`config.mk`:
```
export PLATFORM = sky130hd
export DESIGN_NAME = sparc_pcx_req_xmit
export DESIGN_NICKNAME = d
export VERILOG_FILES = /design/src/rtl/sparc_pcx_req_xmit.sv
export SDC_FILE = /design/constraint.sdc
export NUM_CORES = 1
export LEC_CHECK = 0
export BUFFER_PORTS_ARGS = -buffer_cell sky130_fd_sc_hd__clkbuf_2
export CORE_MARGIN = 1.5
export CORE_UTILIZATION = 45
export CTS_BUF_LIST = sky130_fd_sc_hd__clkbuf_8
export DETAILED_ROUTE_END_ITERATION = 7
export SLEW_MARGIN = 40
export SYNTH_ARGS = -nofsm -noshare
export SYNTH_HDL_FRONTEND = slang
export SYNTH_SLANG_ARGS = --single-unit
```
`constraint.sdc`:
```
create_clock -name rclk -period 39.1 [get_ports rclk]
set_clock_uncertainty 0.1 [all_clocks]
set_input_delay 9.775 -clock rclk [delete_from_list [all_inputs] [get_ports rclk]]
set_output_delay 9.775 -clock rclk [all_outputs]
set_load 0.005 [all_outputs]
```
`src/rtl/sparc_pcx_req_xmit.sv`:
```
// sparc_pcx_req_xmit: buffers core PCX packets and issues req/atom to the arbiter,
// tracking per-destination credits that mirror the arbiter's 2-entry source queue.
module sparc_pcx_req_xmit #(
  parameter int NDEST = 5,
  parameter int PKT_W = 124,
  parameter int DEPTH = 4
) (
  input  logic             rclk,
  input  logic             reset,
  input  logic             req_vld,
  input  logic [NDEST-1:0] req_dest,
  input  logic             req_atom,
  input  logic [PKT_W-1:0] req_data,
  output logic             req_rdy,
  input  logic [NDEST-1:0] pcx_spc_grant_px,
  output logic [NDEST-1:0] spc_pcx_req_pq,
  output logic [NDEST-1:0] spc_pcx_atom_pq,
  output logic [PKT_W-1:0] spc_pcx_data_pa,
  output logic             spc_pcx_data_vld,
  output logic             credit_ovf_err
);
  localparam int AW = $clog2(DEPTH);
  typedef enum logic [1:0] {IDLE, ATOM1, ATOM2} state_t;
  state_t           state_q, state_d;
  logic [NDEST-1:0] fdest_q [DEPTH];
  logic [NDEST-1:0] fdest_d [DEPTH];
  logic [PKT_W-1:0] fdata_q [DEPTH];
  logic [PKT_W-1:0] fdata_d [DEPTH];
  logic [DEPTH-1:0] fatom_q, fatom_d;
  logic [AW-1:0]    wr_q, wr_d, rd_q, rd_d;
  logic [AW:0]      fill_q, fill_d;
  logic [1:0]       cred_q [NDEST];
  logic [1:0]       cred_d [NDEST];
  logic [1:0]       eff [NDEST];
  logic [NDEST-1:0] ok1, ok2, sat, req_q, req_d, atm_q, atm_d;
  logic [PKT_W-1:0] out_q, out_d, pend_q, pend_d;
  logic             vld_q, vld_d, pend_vld_q, pend_vld_d, err_q, err_d;
  logic             push, pop, issue;
  logic [NDEST-1:0] hd_dest;
  logic             hd_atom;
  assign req_rdy          = fill_q != (AW+1)'(DEPTH);
  assign spc_pcx_req_pq   = req_q;
  assign spc_pcx_atom_pq  = atm_q;
  assign spc_pcx_data_pa  = out_q;
  assign spc_pcx_data_vld = vld_q;
  assign credit_ovf_err   = err_q;
  always_comb begin
    hd_dest = fdest_q[rd_q];
    hd_atom = fatom_q[rd_q];
    push = req_vld && req_rdy;
    // Grant this cycle counts toward eligibility; req is still a registered output.
    for (int d = 0; d < NDEST; d++) begin
      sat[d] = cred_q[d] == 2'd2;
      eff[d] = pcx_spc_grant_px[d] && !sat[d] ? cred_q[d] + 2'd1 : cred_q[d];
      ok1[d] = eff[d] != 2'd0;
      ok2[d] = eff[d] == 2'd2;
    end
    err_d = err_q || |(pcx_spc_grant_px & sat);
    issue = state_q != ATOM1 && fill_q != '0 &&
            (hd_atom ? fill_q >= (AW+1)'(2) && |(hd_dest & ok2) : |(hd_dest & ok1));
    pop = issue || state_q == ATOM1;
    for (int d = 0; d < NDEST; d++)
      cred_d[d] = eff[d] - (issue && hd_dest[d] ? (hd_atom ? 2'd2 : 2'd1) : 2'd0);
    fdest_d = fdest_q;
    fdata_d = fdata_q;
    fatom_d = fatom_q;
    if (push) begin
      fdest_d[wr_q] = req_dest;
      fdata_d[wr_q] = req_data;
      fatom_d[wr_q] = req_atom;
    end
    wr_d = push ? wr_q + 1'b1 : wr_q;
    rd_d = pop ? rd_q + 1'b1 : rd_q;
    fill_d = fill_q + (AW+1)'(push) - (AW+1)'(pop);
    state_d = state_q == ATOM1 ? ATOM2 : issue && hd_atom ? ATOM1 : IDLE;
    req_d = issue ? hd_dest : '0;
    atm_d = issue && hd_atom ? hd_dest : '0;
    pend_vld_d = pop;
    pend_d = pop ? fdata_q[rd_q] : pend_q;
    vld_d = pend_vld_q;
    out_d = pend_vld_q ? pend_q : out_q;
  end
  always_ff @(posedge rclk or posedge reset) begin
    if (reset) begin
      state_q    <= IDLE;
      for (int i = 0; i < DEPTH; i++) begin
        fdest_q[i] <= '0;
        fdata_q[i] <= '0;
      end
      fatom_q    <= '0;
      wr_q       <= '0;
      rd_q       <= '0;
      fill_q     <= '0;
      for (int d = 0; d < NDEST; d++) cred_q[d] <= 2'd2;
      req_q      <= '0;
      atm_q      <= '0;
      out_q      <= '0;
      pend_q     <= '0;
      vld_q      <= 1'b0;
      pend_vld_q <= 1'b0;
      err_q      <= 1'b0;
    end else begin
      state_q    <= state_d;
      fdest_q    <= fdest_d;
      fdata_q    <= fdata_d;
      fatom_q    <= fatom_d;
      wr_q       <= wr_d;
      rd_q       <= rd_d;
      fill_q     <= fill_d;
      cred_q     <= cred_d;
      req_q      <= req_d;
      atm_q      <= atm_d;
      out_q      <= out_d;
      pend_q     <= pend_d;
      vld_q      <= vld_d;
      pend_vld_q <= pend_vld_d;
      err_q      <= err_d;
    end
  end
endmodule

```
==> summary.txt, run 1 <==
Detailed routing
  – WL/cell: between 20 and 25 µm
  – Residual DRC: 0
  – Vias per cell: around 5.4
  – Total Wirelength: approximately 73 mm
  – Iter 0 DRT Violations: just under 800
  – First-pass detailed-route iteration total: 5
  – Total number of vias: between 15000 and 20000
  – Routed Antenna Nets: 0

Setup path
  – Startpoint types: input pin
  – Worst setup EP type: flop
  – Crit-path max cell delay: around 490 ps
  – CP required: 39650 ps
  – Crit path max-delay cell type: or4bb_1
  – Worst reg2reg setup slack: between 30000 and 40000 ps
  – Crit path max fanout: 67
  – CP arrival: between 10000 and 15000 ps
  – Crit Path Category: input pin to flop
  – Reg2reg path depth: 14
  – Ordered cell list for the critical path: clkbuf_2, or4bb_1, o31ai_1, a221oi_1, a22o_1, o32ai_4, buf_12, buf_16, ha_1, inv_1, ha_1, inv_1, fa_1, xor2_1

Yosys
  – Synth cell count leaders: dfrtp_1 (795), mux2_2 (729), mux4_2 (130)
  – Async SR Flop Fraction: 100%
  – Syn Inst Count: ~2000
  – EDFF count, synth: 0
  – Post-synthesis cell type count: 42
  – #FFs+latches synth: 800
  – Syn Area/Cell: about 17 µm²
  – Mapped Area: around 33000 µm²
  – Top_reg_cell synth: dfrtp_1
  – Warnings from Yosys: 0
  – Top post-synthesis cells by area: dfrtp_1 (60%), mux2_2 (25%), mux4_2 (8.8%), mux2_1 (1.5%), clkbuf_1 (1.1%)
  – Most frequent cell after synthesis: dfrtp_1
  – Post-synth top area cell: dfrtp_1
  – Seq/Total Area, Yosys: around 60%
  – Post-synth top area share: between 60% and 70%
  – Synthesized Nets: approximately 2100

Finish
  – Area Overhead vs Synth: 16.1%
  – Nets@finish: 2444
  – Fill count: around 6000
  – Register area: between 20000 and 25000 µm²
  – Fraction of layout instances using a drive strength above 1: between 50 and 60%
  – Multi-input gate area: between 10000 and 15000 µm²

Global routing
  – Grt total ovfl: 0
  – GRT Total Usage: around a fifth
  – Largest net degree at the start of global routing: 162
  – Global-route wire length before repair: about 120 mm
  – Vias in the first global route: between 15000 and 20000
  – Initial antenna violation count: 11

Clock network
  – Setup bufs post-CTS: 0
  – Root buf cell: clkbuf_8
  – PostCTS Resize Cnt: 0
  – Total CTS buffers: ~140
  – Clk_lat worst skew: 760 ps
  – Cts hold-fix bufs: 0
  – # H-tree levels: 4
  – CTS tree: done
  – Clock buffer depth: 3
  – Clk slew on worst S/H paths: approximately 60 ps
  – Sink Count: 800

Place
  – Port Buf Inserts: 274
  – Pre-CTS setup slack: roughly 25000 ps
  – RePlAce Congestion: about 0.77
  – DP Wirelength: 42.5 mm

Timing
  – Slew Viols, Final: 0
  – Final worst path period share: between 30% and 40%
  – RSZ-0062 raised after global routing: no
  – Rel. slew slack: roughly 47%
  – Setup-failing EPs final: 0
  – Hold Vio Cnt, Final: 0
  – Setup TNS: 0 ps
  – Time the worst path needs with I/O delays and setup: about 13000 ps
  – Final Worst Setup Slack: roughly 26000 ps
  – Slew @ Worst Pin: 794 ps
  – Fmax achieved: around 79 MHz

Power
  – Peak VDD IR: 0.120 mV
  – Pwr/cell area: just under 100 nW/µm²
  – Lkg Pwr: approximately 0.017 µW

Worst hold path
  – Worst hold path type: flop to flop
  – Hold depth: 1

Floorplanning
  – Core area: 73000 µm²
  – DIE WIDTH: 274 µm
  – Die Ht: between 200 and 300 µm
  – Row count: ~100
  – Ports: 275
  – Initial core utilization: ~45%
  – DIE AREA: ~75000 µm²

Flow run
  – Max Cap Violations: 0

Run status
  – Outcome: completed
==> worst max-delay path: cells and delay by family <==
| kind | cells | cell delay (ps) |
|---|---|---|
| compound gates | 4 | 890 |
| xor+xnor | 1 | 170 |
| fa+ha+maj | 3 | 820 |
| buf+inv | 5 | 1060 |
| simple gates | 1 | 490 |
==> final cells by class <==
| cell class | instances | area share, % |
|---|---|---|
| Clock inverter | 64 | 0.952 |
| Antenna cell | 3 | 0.0195 |
| Tap cell | 959 | 3.12 |
| Inverter | 29 | 0.315 |
| Multi-Input combinational cell | 1015 | 32.7 |
| Timing Repair Buffer | 303 | 4.54 |
| Clock buffer | 176 | 6.29 |
| Sequential cell | 800 | 52.0 |
==> sequential cells by signal, indices dropped and copies added (netlist names) <==
signal	flops
spc_pcx_atom_pq	5
pend_vld_q	1
fill_q	3
cred_q	10
fatom_q	4
spc_pcx_req_pq	5
wr_q	2
fdata_q	496
credit_ovf_err	1
spc_pcx_data_pa	124
fdest_q	20
pend_q	124
rd_q	2
state_q	2
spc_pcx_data_vld	1
==> routing by layer <==
metal / vias up / wire, µm / GRT usage (%)
li1: 7889 / - / -
met1: 9646 / 31000 / 25.5
met2: 304 / 36600 / 33.5
met3: 119 / 3730 / 5.80
met4: 18 / 1310 / 5.78
met5: - / 122 / 0
==> per-stage QoR <==
| stage | total power (µW) | cells | hold WS [ps] | utilization, % | cell area (µm²) |
|---|---|---|---|---|---|
| 3_5_place_dp | 3110 | 3104 | 372 | 48.8 | 35600 |
| 6_report | 3820 | 3349 | 379 | 52.8 | 38500 |
| 2_1_floorplan | 2670 | 1958 | 252 | - | 33200 |
| 3_3_place_gp | 3020 | 3101 | 362 | 48.7 | 35500 |
| 5_1_grt | 4090 | 3348 | 402 | 52.8 | 38500 |
| 4_1_cts | 3890 | 3344 | 384 | 52.7 | 38400 |
==> cells by family (layout without fill, tap and decap cells) <==
| family | count (synthesis) | in the layout | synth area share (%) |
|---|---|---|---|
| buffers and inverters | 143 | 572 | 1.76 |
| xor gates and xnor gates | 18 | 18 | 0.476 |
| other | 0 | 3 | 0 |
| DFF | 800 | 800 | 60.4 |
| adders and majority gates | 18 | 18 | 0.702 |
| AOI/OAI and AO/OA | 25 | 25 | 0.615 |
| and+or+nand+nor | 51 | 51 | 0.962 |
| muxes | 903 | 903 | 35.1 |
==> path summary, 6_finish.rpt <==
check	endpoint	start
min	pend_q[32]	pend_q[32]
max in group asynchronous	spc_pcx_data_pa[112]	reset
max reg2reg	fill_q[2]	rd_q[1]
max	fill_q[2]	pcx_spc_grant_px[3]
min in group asynchronous	pend_q[40]	reset
min reg2reg	pend_q[32]	pend_q[32]
==> cell usage in the layout, fill, tap and decap left out, drive strengths merged, types with 2 or more instances in the layout <==
master    Yosys  routed
ha           17      17
buf          20      27
dfstp         5       5
inv          28      78
clkinvlp      0       3
mux2        773     773
nand2         7       7
dfrtp       795     795
nand4b        4       4
clkbuf       94     452
mux4        130     130
o31ai         6       6
xor2          7       7
nor2          5       5
xnor2        11      11
bufinv        0       2
nor2b         6       6
and3         10      10
nor3          3       3
or4bb         5       5
clkinv        1      10
o311ai        5       5
a22oi         3       3
and2          6       6
a21oi         3       3
diode         0       3
==> power by group <==
part	internal [µW]	switching (µW)	total, µW
sequential	1280	222	1500
combinational	913	654	1570
clock	418	337	754
total	2610	1210	3820
Power figures use the tool's default switching activity.
==> inputs of run 2 (changes only) <==
--- a/config.mk
+++ b/config.mk
@@ -5,6 +5,7 @@
 export SDC_FILE = /design/constraint.sdc
 export NUM_CORES = 1
 export LEC_CHECK = 0
+export ABC_AREA = 1
 export BUFFER_PORTS_ARGS = -buffer_cell sky130_fd_sc_hd__clkbuf_2
 export CORE_MARGIN = 1.5
 export CORE_UTILIZATION = 45
==> constraint.sdc (replaced) <==
create_clock -name rclk -period 11.8 [get_ports rclk]
set_clock_uncertainty 0.1 [all_clocks]
set_input_delay 2.95 -clock rclk [delete_from_list [all_inputs] [get_ports rclk]]
set_output_delay 2.95 -clock rclk [all_outputs]
set_load 0.005 [all_outputs]
==> summary.txt, run 2 <==
Setup path
  – Worst reg2reg setup slack: a little under 7000 ps
  – Crit path max-delay cell type: ha_1
  – WP depth: 18
  – CP required: about 12000 ps
  – Reg2reg path depth: 17
  – Worst setup EP type: flop
  – Crit-path max cell delay: roughly 510 ps
  – Crit path buf inv count: 5
  – Crit Path Category: input pin to flop
  – Startpoint types: input pin
  – Crit path max-delay family: simple AND/OR/NAND/NOR gates
  – Crit path max fanout: a little under 80
  – Ordered cell list for the critical path: clkbuf_2, inv_1, nor2_1, o21ai_0, nand2_1, nand2_1, nand3_1, nor2_1, nor2_1, nand2_8, buf_16, nand2_8, ha_1, inv_1, ha_1, inv_1, fa_1, xor2_1
  – CP arrival: around 6400 ps

Worst hold path
  – Hold depth: 1
  – Worst hold path type: flop to flop

Global routing
  – Global-route wire length before repair: about 140 mm
  – Vias in the first global route: roughly 25000
  – GRT Total Usage: a little under a quarter
  – Initial antenna violation count: 16
  – Largest net degree at the start of global routing: 162
  – Grt total ovfl: 0

Detailed routing
  – Total number of vias: roughly 23000
  – Routed Antenna Nets: 0
  – Iter 0 DRT Violations: between 1000 and 1500
  – Total Wirelength: 87.9 mm
  – Residual DRC: 0
  – WL/cell: 20.9 µm
  – First-pass detailed-route iteration total: 5
  – Vias per cell: around 5.5

Place
  – RePlAce Congestion: between 0.7 and 0.8
  – Port Buf Inserts: ~270
  – DP Wirelength: 50.9 mm

Finish
  – Area Overhead vs Synth: 14.5%
  – Post-Route Utilization: between 50 and 60%
  – Fraction of layout instances using a drive strength above 1: a little under two fifths
  – Leading cell type in the layout, fill and taps excluded: dfrtp_1
  – Max reg flops: between 400 and 500
  – Largest Register: fdata_q
  – Nets@finish: around 3300
  – Most frequent cells in the layout: dfrtp_1 (792), mux2_2 (642), nand2_1 (334)

Yosys
  – Seq/Total Area, Yosys: roughly three fifths
  – Warnings from Yosys: 0
  – Post-synth top area share: around 58%
  – Synthesized Nets: between 3000 and 4000
  – Top_reg_cell synth: dfrtp_1
  – Top post-synthesis cells by area: dfrtp_1 (58%), mux2_2 (21%), o21ai_0 (3.8%), nand2_1 (3.7%), nor2_1 (3.0%)
  – #FFs+latches synth: 800
  – Post-synth top area cell: dfrtp_1
  – Most frequent cell after synthesis: dfrtp_1
  – Syn Area/Cell: between 10 and 15 µm²
  – Async SR Flop Fraction: 100%
  – Synth cell count leaders: dfrtp_1 (795), mux2_2 (642), nand2_1 (334)
  – Syn Inst Count: approximately 2900
  – Mapped Area: about 34000 µm²
  – EDFF count, synth: 0
  – Post-synthesis cell type count: 33

Clock network
  – Setup bufs post-CTS: 0
  – Sink Count: 800
  – Total CTS buffers: approximately 140
  – Cts hold-fix bufs: 0
  – PostCTS Resize Cnt: 0
  – Clk_lat worst skew: 760 ps
  – Clock buffer depth: 3
  – Root buf cell: clkbuf_8
  – CTS tree: done
  – # H-tree levels: 4
  – Clk slew on worst S/H paths: 60 ps

Timing
  – Time the worst path needs with I/O delays and setup: just under 6000 ps
  – Min Hold Slack: approximately 380 ps
  – Fmax achieved: around 170 MHz
  – Hold Vio Cnt, Final: 0
  – Slew @ Worst Pin: between 800 and 900 ps
  – Setup-failing EPs final: 0
  – Slew Viols, Final: 0
  – RSZ-0062 raised after global routing: no
  – Rel. slew slack: between 40% and 50%
  – Final worst path period share: between 40% and 50%

Power
  – Switching Fraction: between 30% and 40%
  – Int Power: around 8000 µW
  – Clock power frac: between 10% and 20%
  – Peak VDD IR: around 0.31 mV
  – Logic pwr share: 41.8%
  – Flop pwr share: 39.1%
  – Lkg Pwr: 0.0180 µW
  – Pwr/cell area: about 330 nW/µm²
  – P_sw: between 4000 and 5000 µW

Floorplanning
  – Die Ht: 279 µm
  – DIE WIDTH: between 200 and 300 µm
  – Core area: between 70000 and 80000 µm²
  – Ports: 275
  – DIE AREA: between 70000 and 80000 µm²
  – Initial core utilization: between 40% and 50%
  – Row count: 100

Run status
  – Outcome: completed

Flow run
  – Max Cap Violations: 0
[run 2: cell types whose count changed after synthesis, moves of 78 or more]
cell	previous run	this run
mux2_2	729	642
o22ai_1	0	124
mux4_2	130	0
o21ai_0	1	257
buf_2	10	88
nand3_1	1	117
nor2_1	5	274
nand2_1	7	334
[run 2: final cells by class]
cell class / count / area (µm²)
inverter: 54 / 226
antenna: 6 / 15.0
fill: 6500 / 35700
timing repair buffer: 319 / 1950
multi-input combinational: 1827 / 13000
clock buffer: 168 / 2310
sequential: 800 / 20000
tap: 969 / 1210
clock inverter: 63 / 365
[run 2: kinds of logic after synthesis]
family | after synthesis | share of synthesized area, %
and+or+nand+nor | 771 | 9.67
AOI/OAI and AO/OA | 388 | 6.20
DFF | 800 | 58.6
buffers and inverters | 252 | 3.49
muxes | 642 | 21.2
xor gates and xnor gates | 8 | 0.205
adders and majority gates | 18 | 0.681
[run 2: power groups by stage]
stage	logic [µW]	registers, µW	clock network [µW]
2_1_floorplan	4090	4760	0
3_3_place_gp	5150	4950	0
3_5_place_dp	5380	5040	0
4_1_cts	5400	4990	2510
5_1_grt	5940	5160	2640
6_report	5340	4990	2440
[run 2: per-stage QoR]
| stage | worst slack, ps | power [µW] | cell area [µm²] | cells | setup TNS [ps] |
|---|---|---|---|---|---|
| after floorplan | -2230 | 8850 | 34200 | 2879 | -1770180 |
| after global placement | 4910 | 10100 | 36100 | 3958 | 0 |
| after detailed placement | 5100 | 10400 | 36300 | 3964 | 0 |
| after CTS | 5930 | 12900 | 39000 | 4195 | 0 |
| after global routing | 5610 | 13700 | 39100 | 4206 | 0 |
| final | 5950 | 12800 | 39100 | 4206 | 0 |
[run 2: final timing paths]
check,from,end
setup / recovery,pcx_spc_grant_px[4],fill_q[2]
hold / removal,state_q[1],state_q[1]
setup reg to reg,rd_q[1],fill_q[2]
hold reg to reg,state_q[1],state_q[1]
max in group asynchronous,reset,spc_pcx_data_pa[43]
min in group asynchronous,reset,spc_pcx_atom_pq[0]
[run 2: worst register-to-register path: cells and delay by family, from the launching register on]
kind          cells  cell delay, ps
xor+xnor          1             170
fa+ha+maj         3            1010
buf+inv           4            1120
flops             1             790
simple gates      9            1740
[run 2: routing by layer]
| metal | GRT usage [%] | up-vias | wire length [µm] |
|---|---|---|---|
| met5 | 0 | - | 127 |
| met3 | 5.19 | 168 | 4240 |
| met4 | 7.75 | 20 | 2030 |
| li1 | - | 10500 | - |
| met2 | 38.9 | 509 | 43400 |
| met1 | 29.3 | 12000 | 38000 |
